File: src/rtl/gmt_out_align_if.sv
// Track/LUT/muon-word bundle between the sector core, the PT LUT and gmt_out_align.
// master drives the track requests and LUT returns; slave (gmt_out_align) drives the muon words.
interface gmt_out_align_if;
  logic [2:0]       ptlut_addr_val;
  logic [2:0][7:0]  gmt_phi;
  logic [2:0][8:0]  gmt_eta;
  logic [2:0][3:0]  gmt_qlt;
  logic [2:0]       gmt_crg;
  logic [2:0]       ptlut_dv;
  logic [2:0][8:0]  ptlut_pt;
  logic [2:0][63:0] mu_word;
  logic [2:0]       mu_val;

  modport master (
    output ptlut_addr_val, gmt_phi, gmt_eta, gmt_qlt, gmt_crg, ptlut_dv, ptlut_pt,
    input  mu_word, mu_val
  );

  modport slave (
    input  ptlut_addr_val, gmt_phi, gmt_eta, gmt_qlt, gmt_crg, ptlut_dv, ptlut_pt,
    output mu_word, mu_val
  );
endinterface

File: src/rtl/gmt_out_align.sv
// Delays best-track GMT fields by the PT LUT latency, merges the returned pT and stamps BX/sector.
// Optional saturating missing-LUT counter enabled by defining GMT_OUT_MISS_CNT_EN.
module gmt_out_align #(
  parameter int DEPTH  = 16,
  parameter int BX_MAX = 3563
) (
  input  logic           clk,
  input  logic           rst,
  gmt_out_align_if.slave bus,
  input  logic           bc0,
  input  logic [3:0]     lut_lat,
  input  logic [2:0]     sector,
  input  logic           endcap,
  output logic [11:0]    bx_cnt,
  output logic           bc0_err,
  output logic [2:0]     lut_miss,
  output logic [15:0]    miss_cnt
);
  localparam int AW = $clog2(DEPTH);

  typedef struct packed {
    logic [2:0][7:0] phi;
    logic [2:0][8:0] eta;
    logic [2:0][3:0] qlt;
    logic [2:0]      crg;
  } trk_t;

  trk_t                  trk_mem [DEPTH];
  trk_t                  wr_trk;
  trk_t                  rd_trk;
  logic [DEPTH-1:0][2:0] val_reg;
  logic [AW-1:0]         wptr_reg;
  logic [AW-1:0]         rd_idx;
  logic [3:0]            lat_eff;
  logic [3:0]            lat_prev_reg;
  logic                  lat_init_reg;
  logic                  lat_change;
  logic [2:0]            rd_val;
  logic [11:0]           bx_next;
  logic [63:0]           word_next [3];
  logic [2:0]            miss_next;

  always_comb begin
    wr_trk     = '0;
    wr_trk.phi = bus.gmt_phi;
    wr_trk.eta = bus.gmt_eta;
    wr_trk.qlt = bus.gmt_qlt;
    wr_trk.crg = bus.gmt_crg;
  end

  assign lat_eff    = (lut_lat == 4'd0) ? 4'd1 : lut_lat;
  // The first cycle after reset has no previous latency to compare against.
  assign lat_change = lat_init_reg && (lat_eff != lat_prev_reg);
  assign rd_idx     = wptr_reg - AW'(lat_eff);
  assign rd_trk     = trk_mem[rd_idx];
  assign rd_val     = lat_change ? 3'b000 : val_reg[rd_idx];
  assign bx_next    = (bc0 || bx_cnt == 12'(BX_MAX)) ? 12'd0 : bx_cnt + 12'd1;

  // Payload RAM carries no reset; only the valid bits are cleared.
  always_ff @(posedge clk) begin
    trk_mem[wptr_reg] <= wr_trk;
  end

  always_ff @(posedge clk or posedge rst) begin
    if (rst) begin
      wptr_reg     <= '0;
      val_reg      <= '0;
      lat_prev_reg <= 4'd1;
      lat_init_reg <= 1'b0;
    end else begin
      wptr_reg     <= wptr_reg + 1'b1;
      lat_prev_reg <= lat_eff;
      lat_init_reg <= 1'b1;
      if (lat_change) begin
        val_reg <= '0;
      end else begin
        val_reg[wptr_reg] <= bus.ptlut_addr_val;
      end
    end
  end

  generate
    for (genvar gi = 0; gi < 3; gi++) begin : g_trk
      logic [8:0] pt_sel;
      assign pt_sel        = bus.ptlut_dv[gi] ? bus.ptlut_pt[gi] : 9'd0;
      assign miss_next[gi] = rd_val[gi] & ~bus.ptlut_dv[gi];
      assign word_next[gi] = rd_val[gi] ?
        {15'd0, endcap, sector, bx_next, 1'b1, (rd_trk.qlt[gi] != 4'd0), rd_trk.crg[gi],
         rd_trk.qlt[gi], rd_trk.phi[gi], rd_trk.eta[gi], pt_sel} : 64'd0;
    end
  endgenerate

  always_ff @(posedge clk or posedge rst) begin
    if (rst) begin
      bus.mu_word <= '0;
      bus.mu_val  <= '0;
      lut_miss    <= '0;
      bx_cnt      <= '0;
      bc0_err     <= 1'b0;
    end else begin
      for (int i = 0; i < 3; i++) begin
        bus.mu_word[i] <= word_next[i];
      end
      bus.mu_val <= rd_val;
      lut_miss   <= miss_next;
      bx_cnt     <= bx_next;
      if (bc0 && bx_cnt != 12'(BX_MAX)) begin
        bc0_err <= 1'b1;
      end
    end
  end

`ifdef GMT_OUT_MISS_CNT_EN
  logic [1:0]  miss_pop;
  logic [16:0] miss_sum;

  // Counts the same misses that appear on lut_miss in the same cycle.
  assign miss_pop = 2'(miss_next[0]) + 2'(miss_next[1]) + 2'(miss_next[2]);
  assign miss_sum = {1'b0, miss_cnt} + 17'(miss_pop);

  always_ff @(posedge clk or posedge rst) begin
    if (rst) begin
      miss_cnt <= '0;
    end else begin
      miss_cnt <= miss_sum[16] ? 16'hFFFF : miss_sum[15:0];
    end
  end
`else
  assign miss_cnt = '0;
`endif

endmodule

File: src/flat_wrapper.sv
// flat-port wrapper written by rule: the top's interface ports become plain ports
module gmt_out_align_flat 
#(
  parameter int DEPTH  = 16,
  parameter int BX_MAX = 3563
)
  (clk, rst, bc0, lut_lat, sector, endcap, bx_cnt, bc0_err, lut_miss, miss_cnt, bus_ptlut_addr_val, bus_gmt_phi, bus_gmt_eta, bus_gmt_qlt, bus_gmt_crg, bus_ptlut_dv, bus_ptlut_pt, bus_mu_word, bus_mu_val);
  gmt_out_align_if bus_i ();
  input  logic clk;
  input  logic rst;
  input  logic bc0;
  input  logic [3:0] lut_lat;
  input  logic [2:0] sector;
  input  logic endcap;
  output logic [11:0] bx_cnt;
  output logic bc0_err;
  output logic [2:0] lut_miss;
  output logic [15:0] miss_cnt;
  input wire logic [$bits(bus_i.ptlut_addr_val)-1:0] bus_ptlut_addr_val;
  input wire logic [$bits(bus_i.gmt_phi)-1:0] bus_gmt_phi;
  input wire logic [$bits(bus_i.gmt_eta)-1:0] bus_gmt_eta;
  input wire logic [$bits(bus_i.gmt_qlt)-1:0] bus_gmt_qlt;
  input wire logic [$bits(bus_i.gmt_crg)-1:0] bus_gmt_crg;
  input wire logic [$bits(bus_i.ptlut_dv)-1:0] bus_ptlut_dv;
  input wire logic [$bits(bus_i.ptlut_pt)-1:0] bus_ptlut_pt;
  output wire logic [$bits(bus_i.mu_word)-1:0] bus_mu_word;
  output wire logic [$bits(bus_i.mu_val)-1:0] bus_mu_val;
  assign bus_i.ptlut_addr_val = bus_ptlut_addr_val;
  assign bus_i.gmt_phi = bus_gmt_phi;
  assign bus_i.gmt_eta = bus_gmt_eta;
  assign bus_i.gmt_qlt = bus_gmt_qlt;
  assign bus_i.gmt_crg = bus_gmt_crg;
  assign bus_i.ptlut_dv = bus_ptlut_dv;
  assign bus_i.ptlut_pt = bus_ptlut_pt;
  assign bus_mu_word = bus_i.mu_word;
  assign bus_mu_val = bus_i.mu_val;
  gmt_out_align #(.DEPTH(DEPTH), .BX_MAX(BX_MAX)) u_core (.clk(clk), .rst(rst), .bus(bus_i), .bc0(bc0), .lut_lat(lut_lat), .sector(sector), .endcap(endcap), .bx_cnt(bx_cnt), .bc0_err(bc0_err), .lut_miss(lut_miss), .miss_cnt(miss_cnt));
endmodule
File: config.mk
export PLATFORM = sky130hd
export DESIGN_NAME = gmt_out_align_flat
export DESIGN_NICKNAME = d
export VERILOG_FILES = /design/src/rtl/gmt_out_align_if.sv /design/src/rtl/gmt_out_align.sv /design/src/flat_wrapper.sv
export SDC_FILE = /design/constraint.sdc
export NUM_CORES = 1
export LEC_CHECK = 0
export ABC_CLOCK_PERIOD_IN_PS = 13000
export CORE_ASPECT_RATIO = 0.7
export CORE_UTILIZATION = 63
export CTS_BUF_LIST = sky130_fd_sc_hd__clkbuf_16
export CTS_CLUSTER_DIAMETER = 60
export DETAILED_ROUTE_END_ITERATION = 8
export PLACE_DENSITY = 0.95
export RECOVER_POWER = 50
export SLEW_MARGIN = 15
export SYNTH_ARGS = -nofsm -noshare
export SYNTH_HDL_FRONTEND = slang
export SYNTH_SLANG_ARGS = --single-unit
File: constraint.sdc
create_clock -name clk -period 13 [get_ports clk]
set_clock_uncertainty 0.05 [all_clocks]
set_input_delay 2.6 -clock clk [delete_from_list [all_inputs] [get_ports clk]]
set_output_delay 2.6 -clock clk [all_outputs]
set_load 0.1 [all_outputs]
==> metrics.cfg, run 1 <==
[sta]
final.setup.tns_ps=0
worstMarginPinSlew_ps=4769
rsz0062_at_grt=false
hold_violations=0
relSlewSlack_pct=-217.9
finalSetupViolCount=0
clock.fmax_ghz=0.1218
fin_crit_ps=8209
hold_ws_ps=471.5
final.period_utilization_pct=63.14
setup_ws_ps=4791
slew_violations=768

[die]
num_rows=84
coreArea_mm2=0.07578
die_w_um=334.5
dieArea_mm2=0.07852
start_util_pct=64.34
die_y_um=234.7
pin_count=337

[placement]
place_ws_ps=4477
place_congestion=0.8145
dpl_cell_area_mm2=0.05210
hpwl_um=64670
numPortBuffers=275

[finish]
area_growth_pct=14.21
final_nets=2707
largest_reg_flops=1056
finalInstanceArea_mm2=0.05568
layout-drive-gt1-share_pct=19.26

[synth]
synth_edf_count=1056
synth_area_mm2=0.04875
synth.yosys.seq_area_share_pct=76.34
synth.avg_cell_area_um2=21.32
synth_mux_area_share_pct=16.01
synth_area_leaders=edfxtp_1, mux4_2, dfrtp_1
synth_fa_ha_area_share_pct=0.2464
synth-compound-area-share_pct=0.8957
synth_top_family_by_area=multiplexers
synth_simple_gate_area_share_pct=3.280
synthXorXnorAreaFrac_pct=0.3234
synth.largest_area_cell=edfxtp_1
synth_flop_cell=edfxtp_1
yosysWarnings=0
async_reset_ff_share_pct=17.24
syn_inst=2287
ys_ff_latch=1276
synth_top_area_share_pct=65.04
synth.distinct_cells=50

[critical_path]
crit_fanout=80
endpoint_kind=flip-flop
max_stage_delay_ps=1330
timing.rr.start=u_core.wptr_reg[0]
cpMostUsedCell=buf_4
cp_cell_sequence=dlygate4sd3_1 > nor3_1 > or2_2 > ha_4 > inv_1 > fa_4 > buf_4 > buf_4 > mux4_2 > nand2_1 > a211oi_1 > nor2_1 > a41oi_1
criticalPathCategory=primary input to flip-flop
required_ps=13540
cp.arrival_ps=8750
start_kind=primary input
crit_slowest_cell=fa_4
regToRegSetupSlack_ps=5800
reg2reg_depth=6
worstReg2RegEnd=u_core.val_reg[1]

[pwr]
intPower_w=0.006462
clkPwrFrac_pct=39.2
p_comb_share_pct=8.0
p_leak_nw=19.36
switching_share_pct=23.82
pwr_density_cell_mw_per_mm2=152.4
p_sw_w=0.002020
seqPwrFrac_pct=52.8
peakVddDrop_mv=0.1228

[clocking]
clkTransAtPathRegs_ps=80
postCtsResizedCells=0
cts.sink_count=1276
clock-root-buffer=clkbuf_16
cts_tree=yes
clock_path_buffers=3
post_cts_buffers=0
cts.hold.buffers_added=0
cts-buffers-inserted=109
cts_htree_levels=3
clock_latency_ps=710

[min_path]
hold_class=flip-flop to flip-flop
hp-start=u_core.bc0_err
holdPathEnd=u_core.bc0_err
holdPathStages=1

[flow_run]
cap_viol_max_count=22

[drt]
via_count=25860
ant_nets=0
post_drt_wl_per_cell_um=35.27
routed_wl_um=131700
viasPerCell=6.928
dr.pass1.iters=9
drtIter0Drc=4384
drt_drc_violations_left=0

[global_route]
grt_pass1_wl_um=186600
grt.total_usage_pct=33.89
grt_pass1_vias=26890
grt_antenna_before_repair=21
grt_start_max_net_pins=117
globalRoute.totalOverflow=0

[status]
violations=max-capacitance violations, max-slew violations
outcome=complete, but fails checks

power by group through the flow:
stage / Combinational (W) / Clock, W / Sequential [W]
6_report: 0.000682 / 0.00332 / 0.00448
5_1_grt: 0.000704 / 0.00346 / 0.00448
4_1_cts: 0.000680 / 0.00332 / 0.00448
3_5_place_dp: 0.000666 / 0 / 0.00456
3_3_place_gp: 0.000638 / 0 / 0.00456
2_1_floorplan: 0.000359 / 0 / 0.00470
layout by cell type (no fill, tap or decap), types with 29 or more instances in the layout:
cell,count
and2_1,54
and3_1,29
clkbuf_16,111
clkdlybuf4s50_1,227
clkinv_1,31
conb_1,62
dfrtp_1,219
dlygate4sd3_1,48
edfxtp_1,1056
inv_1,41
mux4_2,303
nand2_1,125
nor2_1,100
area by class of cell:
type,instances,area (um^2)
sequential,1276,37220
fill,3877,20100
multi-input combinational,855,10420
timing repair buffer,307,2975
clock buffer,111,2778
tap,1032,1291
clock inverter,96,784.5
inverter,39,171.4
antenna,17,42.54
how the worst max path moves through the flow:
| stage | startpoint | to | slack [ps] |
|---|---|---|---|
| after global routing | lut_lat[1] | u_core.bus.mu_word[31] | 4730 |
| after global placement | lut_lat[3] | u_core.bus.mu_word[159] | 4820 |
| after floorplan | rst | u_core.bc0_err | 4330 |
| after CTS | lut_lat[1] | u_core.bus.mu_word[31] | 5060 |
| after detailed placement | lut_lat[1] | u_core.bus.mu_word[31] | 4480 |
| final | lut_lat[1] | u_core.bus.mu_word[31] | 4790 |
layer usage:
| layer | GRT usage, % | vias to the layer above | wire (um) | part of all wire (%) |
|---|---|---|---|---|
| met4 | 17.63 | 8 | 6847 | 5.2 |
| met1 | 41.90 | 13390 | 43420 | 33 |
| met5 | 0 | - | 55 | 0.042 |
| met2 | 56.59 | 2318 | 67760 | 51 |
| met3 | 7.725 | 497 | 13590 | 10 |
| li1 | - | 9647 | - | - |
critical path: cells and delay by family:
kind                     cells  cell delay [ps]
buffers and inverters        4             2630
adder cells (fa/ha/maj)      2             1470
AND/OR/NAND/NOR              4              770
AO/OA/AOI/OAI                2              640
multiplexers                 1              410
per-stage QoR:
| step | instances | total power (W) | util (%) |
|---|---|---|---|
| detailed placement | 3509 | 0.005230 | 68.75 |
| floorplan | 2347 | 0.005055 | - |
| global placement | 3509 | 0.005198 | 68.75 |
| finish | 3733 | 0.008483 | 73.48 |
| global route | 3727 | 0.008641 | 73.46 |
| CTS | 3716 | 0.008475 | 73.45 |
cell families after synthesis:
logic type,Yosys count
fa+ha+maj,9
compound gates,63
other cells,2
xor+xnor,18
buf+inv,216
mux,357
flops,1276
simple gates,346
cells in the mapped netlist (3+ instances only):
| cell | number |
|---|---|
| a211oi_1 | 12 |
| a21oi_1 | 26 |
| a22oi_1 | 12 |
| a41oi_1 | 3 |
| and2_1 | 58 |
| and3_1 | 29 |
| buf_12 | 5 |
| buf_2 | 21 |
| buf_4 | 70 |
| buf_6 | 21 |
| buf_8 | 3 |
| clkbuf_1 | 51 |
| dfrtp_1 | 219 |
| dlymetal6s2s_1 | 3 |
| edfxtp_1 | 1056 |
| ha_1 | 8 |
| inv_1 | 36 |
| mux2i_1 | 27 |
| mux4_1 | 27 |
| mux4_2 | 303 |
| nand2_1 | 125 |
| nand3_1 | 8 |
| nand4_1 | 7 |
| nor2_1 | 101 |
| nor3_1 | 5 |
| nor4_1 | 3 |
| o211ai_2 | 3 |
| o21ai_0 | 3 |
| xnor2_1 | 7 |
| xor2_1 | 11 |
(Power assumes the default switching activity.)
==> inputs of run 2 (changes only) <==
--- a/config.mk
+++ b/config.mk
@@ -5,13 +5,13 @@
 export SDC_FILE = /design/constraint.sdc
 export NUM_CORES = 1
 export LEC_CHECK = 0
-export ABC_CLOCK_PERIOD_IN_PS = 13000
+export ABC_CLOCK_PERIOD_IN_PS = 6800
 export CORE_ASPECT_RATIO = 0.7
-export CORE_UTILIZATION = 63
+export CORE_UTILIZATION = 53
 export CTS_BUF_LIST = sky130_fd_sc_hd__clkbuf_16
 export CTS_CLUSTER_DIAMETER = 60
 export DETAILED_ROUTE_END_ITERATION = 8
-export PLACE_DENSITY = 0.95
+export PLACE_DENSITY = 0.87
 export RECOVER_POWER = 50
 export SLEW_MARGIN = 15
 export SYNTH_ARGS = -nofsm -noshare
==> constraint.sdc (replaced) <==
create_clock -name clk -period 6.8 [get_ports clk]
set_clock_uncertainty 0.05 [all_clocks]
set_input_delay 1.36 -clock clk [delete_from_list [all_inputs] [get_ports clk]]
set_output_delay 1.36 -clock clk [all_outputs]
set_load 0.1 [all_outputs]
==> run 2 against run 1 <==
  * The flow still finishes with violations (max-capacitance violations, max-slew violations)
  * Worst setup slack worse by 3100 ps
  * First-iteration DRC count is 33% lower
  * Final cell count is 5.1% higher
  * Clock-buffer cell count stayed put
  * Register-to-register slack worse by 3800 ps
  * Power is 90% higher
  * Die area is 19% higher
==> metrics.cfg, run 2 (synthesized netlist as in run 1, its figures left out) <==
[sta]
hold_violations=0
rsz0062_at_grt=false
setup_ws_ps=1656
clock.fmax_ghz=0.1944
finalSetupViolCount=0
final.period_utilization_pct=75.65
fin_crit_ps=5144
slew_violations=247
relSlewSlack_pct=-122.0
worstMarginPinSlew_ps=3328
final.setup.tns_ps=0

[critical_path]
endpoint_kind=flip-flop
criticalPathCategory=primary input to flip-flop
start_kind=primary input
crit_fanout=72
required_ps=7300
cp.arrival_ps=5640

[flow_run]
cap_viol_max_count=10

[pwr]
peakVddDrop_mv=0.2484
switching_share_pct=23.01
p_leak_nw=19.47
p_comb_share_pct=7.9
pwr_density_cell_mw_per_mm2=287.1
p_sw_w=0.003703
seqPwrFrac_pct=53.2
intPower_w=0.01239
clkPwrFrac_pct=38.9

[placement]
place_congestion=0.8172
numPortBuffers=275
place_ws_ps=957.2
hpwl_um=58390

[clocking]
clock-root-buffer=clkbuf_16
post_cts_buffers=0
cts_htree_levels=3
clkTransAtPathRegs_ps=60
clock_latency_ps=680
cts.hold.buffers_added=0
cts.sink_count=1276
cts_tree=yes
cts-buffers-inserted=109
clock_path_buffers=3
postCtsResizedCells=0

[drt]
via_count=24120
drt_drc_violations_left=0
drtIter0Drc=2945
ant_nets=0
post_drt_wl_per_cell_um=28.86
viasPerCell=6.145
routed_wl_um=113300
dr.pass1.iters=6

[die]
start_util_pct=53.81
die_y_um=255.8
pin_count=337
coreArea_mm2=0.09059
num_rows=92
die_w_um=364.5
dieArea_mm2=0.09322

[global_route]
grt_pass1_wl_um=166300
grt_antenna_before_repair=21
grt_pass1_vias=25260
grt.total_usage_pct=24.60
globalRoute.totalOverflow=0
grt_start_max_net_pins=161

[min_path]
hold_class=flip-flop to flip-flop

[finish]
layout_commonest_cell=edfxtp_1
register_area_mm2=0.03722
layout_common_cells=edfxtp_1, mux4_2, dfrtp_1
fin_util_pct=61.86
fill_cells=5936
area_growth_pct=14.96
largest_reg_flops=1056
multi_input_area_mm2=0.01041
layout-drive-gt1-share_pct=19.78
final_nets=2714

[status]
violations=max-capacitance violations, max-slew violations
outcome=complete, but fails checks

[run 2: cell count changes in the layout (fill, tap and decap cells not counted), moves of 2 or more]
cell,change
clkinv_4,-2
buf_4,+11
clkbuf_1,-8
clkdlybuf4s50_1,-22
buf_12,+3
clkinv_1,-2
inv_4,+3
dlygate4sd3_1,+22
diode_2,-4
[run 2: worst max-delay path: stages]
cell and delay, ps:
dlygate4sd3_1 620, nor3_1 290, or2_2 200, ha_4 120, inv_1 50, fa_4 930, buf_4 820, mux4_2 450
mux4_2 500, and2_1 190
[run 2: layer usage]
metal / share of wire [%] / GRT usage (%) / routed length (um) / up-vias
li1: - / - / - / 9653
met2: 51 / 40.20 / 57730 / 1419
met1: 38 / 33.35 / 42490 / 12810
met3: 8.8 / 4.895 / 9933 / 229
met5: 0.064 / 0 / 72 / -
met4: 2.7 / 8.532 / 3049 / 12
[run 2: stage by stage]
| stage | instance area (um^2) | total power (W) | std cells | hold slack [ps] |
|---|---|---|---|---|
| detailed placement | 52430 | 0.009991 | 3705 | 446.0 |
| finish | 56040 | 0.01609 | 3925 | 454.9 |
| global route | 56040 | 0.01651 | 3922 | 472.6 |
| global placement | 52430 | 0.009953 | 3705 | 418.1 |
| CTS | 56000 | 0.01617 | 3911 | 458.5 |
| floorplan | 48980 | 0.009664 | 2347 | 427.4 |
[run 2: power by group through the flow]
stage / Sequential (W) / Combinational (W) / Clock (W)
floorplan: 0.00898 / 0.000687 / 0
global placement: 0.00872 / 0.00123 / 0
finish: 0.00856 / 0.00127 / 0.00627
global route: 0.00856 / 0.00133 / 0.00662
detailed placement: 0.00873 / 0.00127 / 0
CTS: 0.00856 / 0.00128 / 0.00633
[run 2: cell type report]
type,instances,share of cell area (%)
clock inverter,95,1.418
multi-input combinational,855,18.57
timing repair buffer,314,5.559
clock buffer,111,4.956
inverter,39,0.3014
tap,1222,2.728
antenna,13,0.05805
sequential,1276,66.41
[run 2: path summary, 6_finish.rpt]
path / slack [ps] / start / to / cells after the start
worst max-delay path: 1660 / lut_lat[3] / u_core.bus.mu_word[77] / 10
worst min-delay path: 450 / u_core.bc0_err / u_core.bc0_err / 1
worst max register to register: 1990 / u_core.wptr_reg[1] / u_core.val_reg[3] / 6
worst min register to register: 450 / u_core.bc0_err / u_core.bc0_err / 1
max in group asynchronous: 3700 / rst / u_core.bus.mu_word[80] / 3
min in group asynchronous: 1420 / rst / u_core.bus.mu_word[109] / 2
